<file path="src/rtl/nbitmux_pkg.sv">
// Shared helpers for the registered M:1 operand selector.
package nbitmux_pkg;

  localparam int unsigned MAX_W = 1024;
  localparam logic [MAX_W-1:0] ZERO_WORD = '0;

  // Ceiling log2 for select sizing; clog2(1) is taken as 1 so sel is never zero-width.
  function automatic int unsigned clog2(input int unsigned v);
    int unsigned r;
    int unsigned x;
    r = 0;
    x = (v > 1) ? v - 1 : 1;
    for (int i = 0; i < 32; i++) begin
      if (x != 0) begin
        r = r + 1;
        x = x >> 1;
      end
    end
    return r;
  endfunction

endpackage

</file>
<file path="src/rtl/nbitmux_m.sv">
// Combinational M:1, N-bit word selector; flags select values beyond the last input.
module nbitmux_m
  import nbitmux_pkg::*;
#(
  parameter int unsigned N = 32,
  parameter int unsigned M = 4
) (
  input  logic [M*N-1:0]      in_data,
  input  logic [clog2(M)-1:0] sel,
  output logic [N-1:0]        data_c,
  output logic                err_c
);

  localparam int unsigned SELW = clog2(M);

  // Out-of-range selects fall through to the zero word with the error flag set.
  always_comb begin
    data_c = N'(ZERO_WORD);
    err_c  = 1'b1;
    for (int unsigned k = 0; k < M; k++) begin
      if (sel == SELW'(k)) begin
        data_c = in_data[k*N +: N];
        err_c  = 1'b0;
      end
    end
  end

endmodule

</file>
<file path="src/rtl/nbitmux_pipe.sv">
// M-way operand selector with a registered valid/ready output stage backed by a
// one-entry skid register, so in_ready depends only on local state.
module nbitmux_pipe
  import nbitmux_pkg::*;
#(
  parameter int unsigned N = 32,
  parameter int unsigned M = 4
) (
  input  logic                clk,
  input  logic                rst_n,
  input  logic [M*N-1:0]      in_data,
  input  logic [clog2(M)-1:0] sel,
  input  logic                in_valid,
  output logic                in_ready,
  input  logic                flush,
  output logic [N-1:0]        out_data,
  output logic                out_err,
  output logic                out_valid,
  input  logic                out_ready
);

  if (N < 1) begin : g_bad_n
    $error("nbitmux_pipe: N must be at least 1");
  end
  if (M < 2) begin : g_bad_m
    $error("nbitmux_pipe: M must be at least 2");
  end

  logic [N-1:0] sel_data_c;
  logic         sel_err_c;

  logic [N-1:0] skid_data;
  logic         skid_err;
  logic         skid_valid;

  logic [N-1:0] out_data_nxt;
  logic         out_err_nxt;
  logic         out_valid_nxt;
  logic [N-1:0] skid_data_nxt;
  logic         skid_err_nxt;
  logic         skid_valid_nxt;

  logic         accept;
  logic         consume;

  nbitmux_m #(
    .N(N),
    .M(M)
  ) u_mux (
    .in_data(in_data),
    .sel    (sel),
    .data_c (sel_data_c),
    .err_c  (sel_err_c)
  );

  // Skid occupancy alone gates upstream, keeping in_valid/out_ready off this path.
  assign in_ready = ~skid_valid;
  assign accept   = in_valid & ~skid_valid & ~flush;
  assign consume  = out_valid & out_ready;

  // Next-state for main and skid entries; flush overrides every other update.
  always_comb begin
    out_data_nxt   = out_data;
    out_err_nxt    = out_err;
    out_valid_nxt  = out_valid;
    skid_data_nxt  = skid_data;
    skid_err_nxt   = skid_err;
    skid_valid_nxt = skid_valid;

    if (flush) begin
      out_valid_nxt  = 1'b0;
      skid_valid_nxt = 1'b0;
    end else begin
      if (consume) begin
        if (skid_valid) begin
          out_data_nxt   = skid_data;
          out_err_nxt    = skid_err;
          skid_valid_nxt = 1'b0;
        end else begin
          out_valid_nxt  = 1'b0;
        end
      end
      // accept implies an empty skid, so it never collides with the transfer above.
      if (accept) begin
        if (!out_valid || consume) begin
          out_data_nxt  = sel_data_c;
          out_err_nxt   = sel_err_c;
          out_valid_nxt = 1'b1;
        end else begin
          skid_data_nxt  = sel_data_c;
          skid_err_nxt   = sel_err_c;
          skid_valid_nxt = 1'b1;
        end
      end
    end
  end

  always_ff @(posedge clk or negedge rst_n) begin
    if (!rst_n) begin
      out_data   <= N'(ZERO_WORD);
      out_err    <= 1'b0;
      out_valid  <= 1'b0;
      skid_data  <= N'(ZERO_WORD);
      skid_err   <= 1'b0;
      skid_valid <= 1'b0;
    end else begin
      out_data   <= out_data_nxt;
      out_err    <= out_err_nxt;
      out_valid  <= out_valid_nxt;
      skid_data  <= skid_data_nxt;
      skid_err   <= skid_err_nxt;
      skid_valid <= skid_valid_nxt;
    end
  end

endmodule

</file>
<file path="config.mk">
export PLATFORM = sky130hd
export DESIGN_NAME = nbitmux_pipe
export DESIGN_NICKNAME = d
export VERILOG_FILES = /design/src/rtl/nbitmux_pkg.sv /design/src/rtl/nbitmux_m.sv /design/src/rtl/nbitmux_pipe.sv
export SDC_FILE = /design/constraint.sdc
export NUM_CORES = 1
export LEC_CHECK = 0
export BUFFER_PORTS_ARGS = -buffer_cell sky130_fd_sc_hd__buf_2
export CELL_PAD_IN_SITES_DETAIL_PLACEMENT = 2
export CELL_PAD_IN_SITES_GLOBAL_PLACEMENT = 2
export CORE_AREA = 2 2 112 114
export CTS_CLUSTER_DIAMETER = 40
export DETAILED_ROUTE_END_ITERATION = 12
export DIE_AREA = 0 0 114 116
export PLACE_DENSITY_LB_ADDON = 0.1
export SLEW_MARGIN = 30
export SYNTH_ARGS = -nofsm -noshare
export SYNTH_HDL_FRONTEND = slang
export SYNTH_SLANG_ARGS = --single-unit
</file>
<file path="constraint.sdc">
create_clock -name clk -period 2 [get_ports clk]
set_input_delay 0.4 -clock clk [delete_from_list [all_inputs] [get_ports clk]]
set_output_delay 0.4 -clock clk [all_outputs]
set_load 0.01 [all_outputs]
</file>
== Word level (Yosys, flattened, before mapping) ==
Index checks and enable logic that the tools add are counted.
Operators by class
  muxes and demuxes: 25
  equal/unequal tests: 3
  reductions and logical operators: 4
  bitwise gates (word level): 6
Operators with widths (count)
  32-bit 2-to-1 mux: 8
  1-bit 2-to-1 mux: 17
  2-bit == test (second input constant): 2
  1-bit bitwise AND: 3
  1-bit NOT: 3
  3-bit AND reduction: 1
  2-bit by 1-bit == test with 1-bit output (second input constant): 1
  2-bit zero test: 1
  1-bit zero test: 1
  1-bit logical OR: 1
Word-level totals
  bits in registers: 68
  input bits: 135
  output and inout port bits: 35
  word-level logic and storage cells: 44

== Longest topological paths before layout ==
  word-level depth: 7
  gate-level depth with buffers: 5

== Cells and area by module ==
From an unflattened synthesis, not the netlist that was laid out.
Second synthesis, totals
  cell total of the unflattened synthesis: 233
  area, all modules: 3622.2 µm²
By module, submodules not included
  nbitmux_pipe: sequential area each 1701.6 µm², area each 2796.4 µm², instances 1, cells an instance 192
  nbitmux_m: sequential area each 0.0 µm², area each 825.8 µm², instances 1, cells an instance 41

== Worst setup path after synthesis ==
OpenSTA, ideal clock, no wires.
  path type: input port to flip-flop
  start point: input sel[0]
  end point: register out_data[0]
  path slack: 296 ps
  arrival time: 1578 ps
  path buffers: 2
  library setup time: 126 ps
  stages on the path: 5
  cells stage by stage: buf_6 -> buf_12 -> mux4_2 -> and3_1 -> a221o_1
On the way
  word-level cells in the longest chain between the ends: 7
Ends and longest elaborated chain
  from (decl): line nbitmux_pipe.sv:12  | input logic [clog2(M)-1:0] sel,
  2-bit zero test: line nbitmux_m.sv:21  | if (sel == SELW'(k)) begin
  32-bit 2-to-1 mux (3 in a row): line nbitmux_m.sv:21
  32-bit 2-to-1 mux (*): line nbitmux_m.sv:21
  32-bit 2-to-1 mux (*): line nbitmux_pipe.sv:85  | if (!out_valid || consume) begin
  32-bit 2-to-1 mux (*): line nbitmux_pipe.sv:84  | if (accept) begin
  to (signal assigned): line nbitmux_pipe.sv:100  | out_data <= N'(ZERO_WORD);
  to (signal assigned): line nbitmux_pipe.sv:107  | out_data <= out_data_nxt;
  to (decl): line nbitmux_pipe.sv:16  | output logic [N-1:0] out_data,
Mark *: on every way between the ends. The rest lies on a longest branch, timed or not.
A chain may end at the register's enable or synchronous reset.

== Worst setup path after layout ==
  start point: register skid_valid
  end point: register skid_data[5]
On the way
  word-level cells in the longest chain between the ends: 4
Ends and longest elaborated chain
  from (decl): line nbitmux_pipe.sv:34  | logic skid_valid;
  from (signal assigned): line nbitmux_pipe.sv:112  | skid_valid <= skid_valid_nxt;
  1-bit NOT: line nbitmux_pipe.sv:58  | assign accept = in_valid & ~skid_valid & ~flush;
  1-bit bitwise AND (2 in a row): line nbitmux_pipe.sv:58
  3-bit AND reduction (no line)
  to (signal assigned): line nbitmux_pipe.sv:103  | skid_data <= N'(ZERO_WORD);
  to (signal assigned): line nbitmux_pipe.sv:110  | skid_data <= skid_data_nxt;
  to (decl): line nbitmux_pipe.sv:32  | logic [N-1:0] skid_data;
Every way passes these cells.

==> results.md <==
* Outcome: complete, but fails checks
* Violated checks: negative hold slack
* DR vias/cell at 5.31
* Fin Hold WS at -0.00401 ns
* Hold buffers post-CTS at 0
* PD cells at 882 nW/um^2
* Final setup vio count at 0
* Synth Register Bits at about 70
* DP HPWL at between 8000 and 9000 um
* CTS Sinks at about 70
* Vias in the first global route at 3324
* Max-cap viol count at 0
* Ys flop type: dfrtp_1
* CP Launch Type: flop
* Antenna cell count at 0
* Layout filler cell count at approximately 1200
* Unrepaired setup endpoints after global routing: false
* Flop2flop setup slack at around 0.23 ns
* Share of layout cells above drive strength 1 at 0.637
* Max-slew violation count at 0
* Slowest stage delay, CP at around 0.44 ns
* Routed length on met1 at 4420 um
* Post-CTS setup buffers at 0
* Largest net degree at the start of global routing at 41
* Initial core utilization at 0.299
* Cell count after synthesis at between 200 and 250
* Drt wl/cell at 20.1 um
* Syn Area/Cell at 15.2 sq um
* Worst path cell trace: nor3b_4 > buf_4 > nand3_2 > buf_12 > mux2_2
* DR top layer: met4
* Final Util at 0.409
* Worst Path Arrival at ~2.0 ns
* Synth Net Count at 369
* Critical Path RT at 2.20 ns
* Fin area at between 4000 and 5000 sq um
* Top cells by area, synth: dfrtp_1 (48%), mux4_2 (19%), mux2_2 (10%), a221o_1 (9.0%), and3_1 (5.6%)
* Crit. End Element: flop
* RePlAce Congestion at 0.695
* Fin Setup TNS at 0 ns
* Crit path max fanout at 33
* Synth Warn # at 0
* Worst reg2reg path depth at 5
* CTS Buf Count at 9
* Core ar. at 11900 sq um
* TritonCTS clock tree: yes
* Crit-path leading delay family: buffers and inverters
* Crit share post-route at 0.887
* Area delta synth->final at 36.8%
* Worst Path Class, Setup: flop to flop
* Normalized max-slew margin at 0.598
* H-tree levels at 3
* F_max at 564 MHz
* Overall Global Routing Usage at 0.174
* Slowest stage cell, crit path: dfrtp_1
* PortBufs at between 150 and 200
* Worst skew pair latency at approximately 0.32 ns
* Fin. Hold Viols at 2
* Num ports at 170
* Slew @ Worst Pin at between 0.6 and 0.7 ns
* Most frequent cell after synthesis: dfrtp_1
* Post-DP Area at between 4000 and 5000 sq um
* GR Overflow Total at 0
* Number of distinct library cells after synthesis at 22
* Skew final at slightly below 0.007 ns
* Async set-reset flop share out of synthesis at 1.00
* Row cnt at 40
* Largest area contributor in the netlist: dfrtp_1
* Tot Pwr at 0.00430 W
* R2r endpoint: skid_data[5]$_DFFE_PN0P_
* Post-synth EDFFs at 0
* Clock root cell: clkbuf_16
* Post-route DRC violation count at 0
* Met3 WL at slightly below 800 um
* Mapped cell area at 3560 sq um
* Die H at about 120 um
* First-pass GRT wire length at between 15000 and 20000 um
* Worst R2R Start: skid_valid$_DFF_PN0_
* Area share of the largest cell type after synthesis at 0.478
* Antenna viol nets, final at 0
* Number of nets in the layout at between 500 and 600
* Routed Wire Length at 11100 um
* Via count at a little under 3000
* Post-layout min period at 1.77 ns
* CP bufs+invs at 2
* Die footprint at between 10000 and 15000 sq um
* Worst hold-check path type: input port to asynchronous set/reset pin
* # resized after CTS at 0
* Clock tree buffer depth at 2
* Most common library cells after synthesis: dfrtp_1 (68), mux2_2 (33), a221o_1 (32), and3_1 (32), mux4_2 (30)
* Drt first pass iters at 4
* Die W at 114 um
* Register area share after synthesis at 0.478
* Pleak at ~2.4 nW
* Worst vdd ir at ~0.46 mV
* Antenna violations before repair at 1
* Met2 WL at around 5800 um
* 1st-iter DRT viols at 90
* Clk slew on worst S/H paths at ~0.06 ns
-- worst max path at each step --
stage,slack (ns),start,to,cells past startpoint
final,0.23,skid_valid$_DFF_PN0_,skid_data[5]$_DFFE_PN0P_,5
after global routing,0.14,skid_valid$_DFF_PN0_,skid_data[23]$_DFFE_PN0P_,5
after CTS,0.21,skid_valid$_DFF_PN0_,skid_data[5]$_DFFE_PN0P_,5
after detailed placement,0.05,sel[0],out_data[20]$_DFFE_PN0N_,5
after global placement,0.05,flush,out_data[6]$_DFFE_PN0N_,4
after floorplan,0.30,sel[0],out_data[0]$_DFFE_PN0N_,5
-- metrics by stage --
stage / std cells / setup slack [ns]
after global placement: 536 / 0.0506
after CTS: 552 / 0.206
after detailed placement: 537 / 0.0502
final: 552 / 0.226
after global routing: 552 / 0.138
after floorplan: 234 / 0.296
-- placed cells by master, fill, tap and decap left out --
master,instances
o21ai_0,1
clkbuf_1,3
and4b_2,1
a21oi_1,2
mux4_1,2
a211oi_1,1
and3_1,32
a21boi_0,1
mux2_2,33
buf_16,1
clkbuf_16,9
dfrtp_1,68
a221o_1,32
nand2b_1,1
nand3_2,1
nand2_1,1
a21oi_4,1
mux4_2,30
buf_4,5
buf_2,168
nor3b_4,1
buf_12,5
inv_1,2
clkinv_2,3
and2_1,1
-- cell families after synthesis --
logic type             after synthesis  synth area share
AO/OA/AOI/OAI                       38            0.0997
buffers and inverters               25            0.0442
multiplexers                        65             0.309
flip-flops                          68             0.478
AND/OR/NAND/NOR                     38            0.0699
-- where the power goes --
| part | switching, W | internal, W |
|---|---|---|
| Combinational | 0.000414 | 0.000589 |
| Clock | 0.000555 | 0.000826 |
| Sequential | 0.000196 | 0.00172 |
| Total | 0.00116 | 0.00313 |
-- final cells by class --
class | count | area (sq um) | share of cell area
well taps | 147 | 184 | 0.0377
clock buffers | 12 | 236 | 0.0485
inverters | 2 | 7.51 | 0.00154
clock inverters | 3 | 15.0 | 0.00308
multi-input cells | 141 | 1720 | 0.354
repair buffers | 179 | 1010 | 0.206
flip-flops and latches | 68 | 1700 | 0.349
-- state kept, by name, summed over array words and instances (netlist names) --
register,flops
out_data,32
out_err,1
out_valid,1
skid_data,32
skid_err,1
skid_valid,1
-- per-layer routing --
metal,GRT usage,up-vias
li1,-,1295
met1,0.205,1514
met2,0.310,111
met3,0.0539,9
met4,0.0423,0
met5,0,-
No activity file was read; power rests on OpenSTA's default activity.
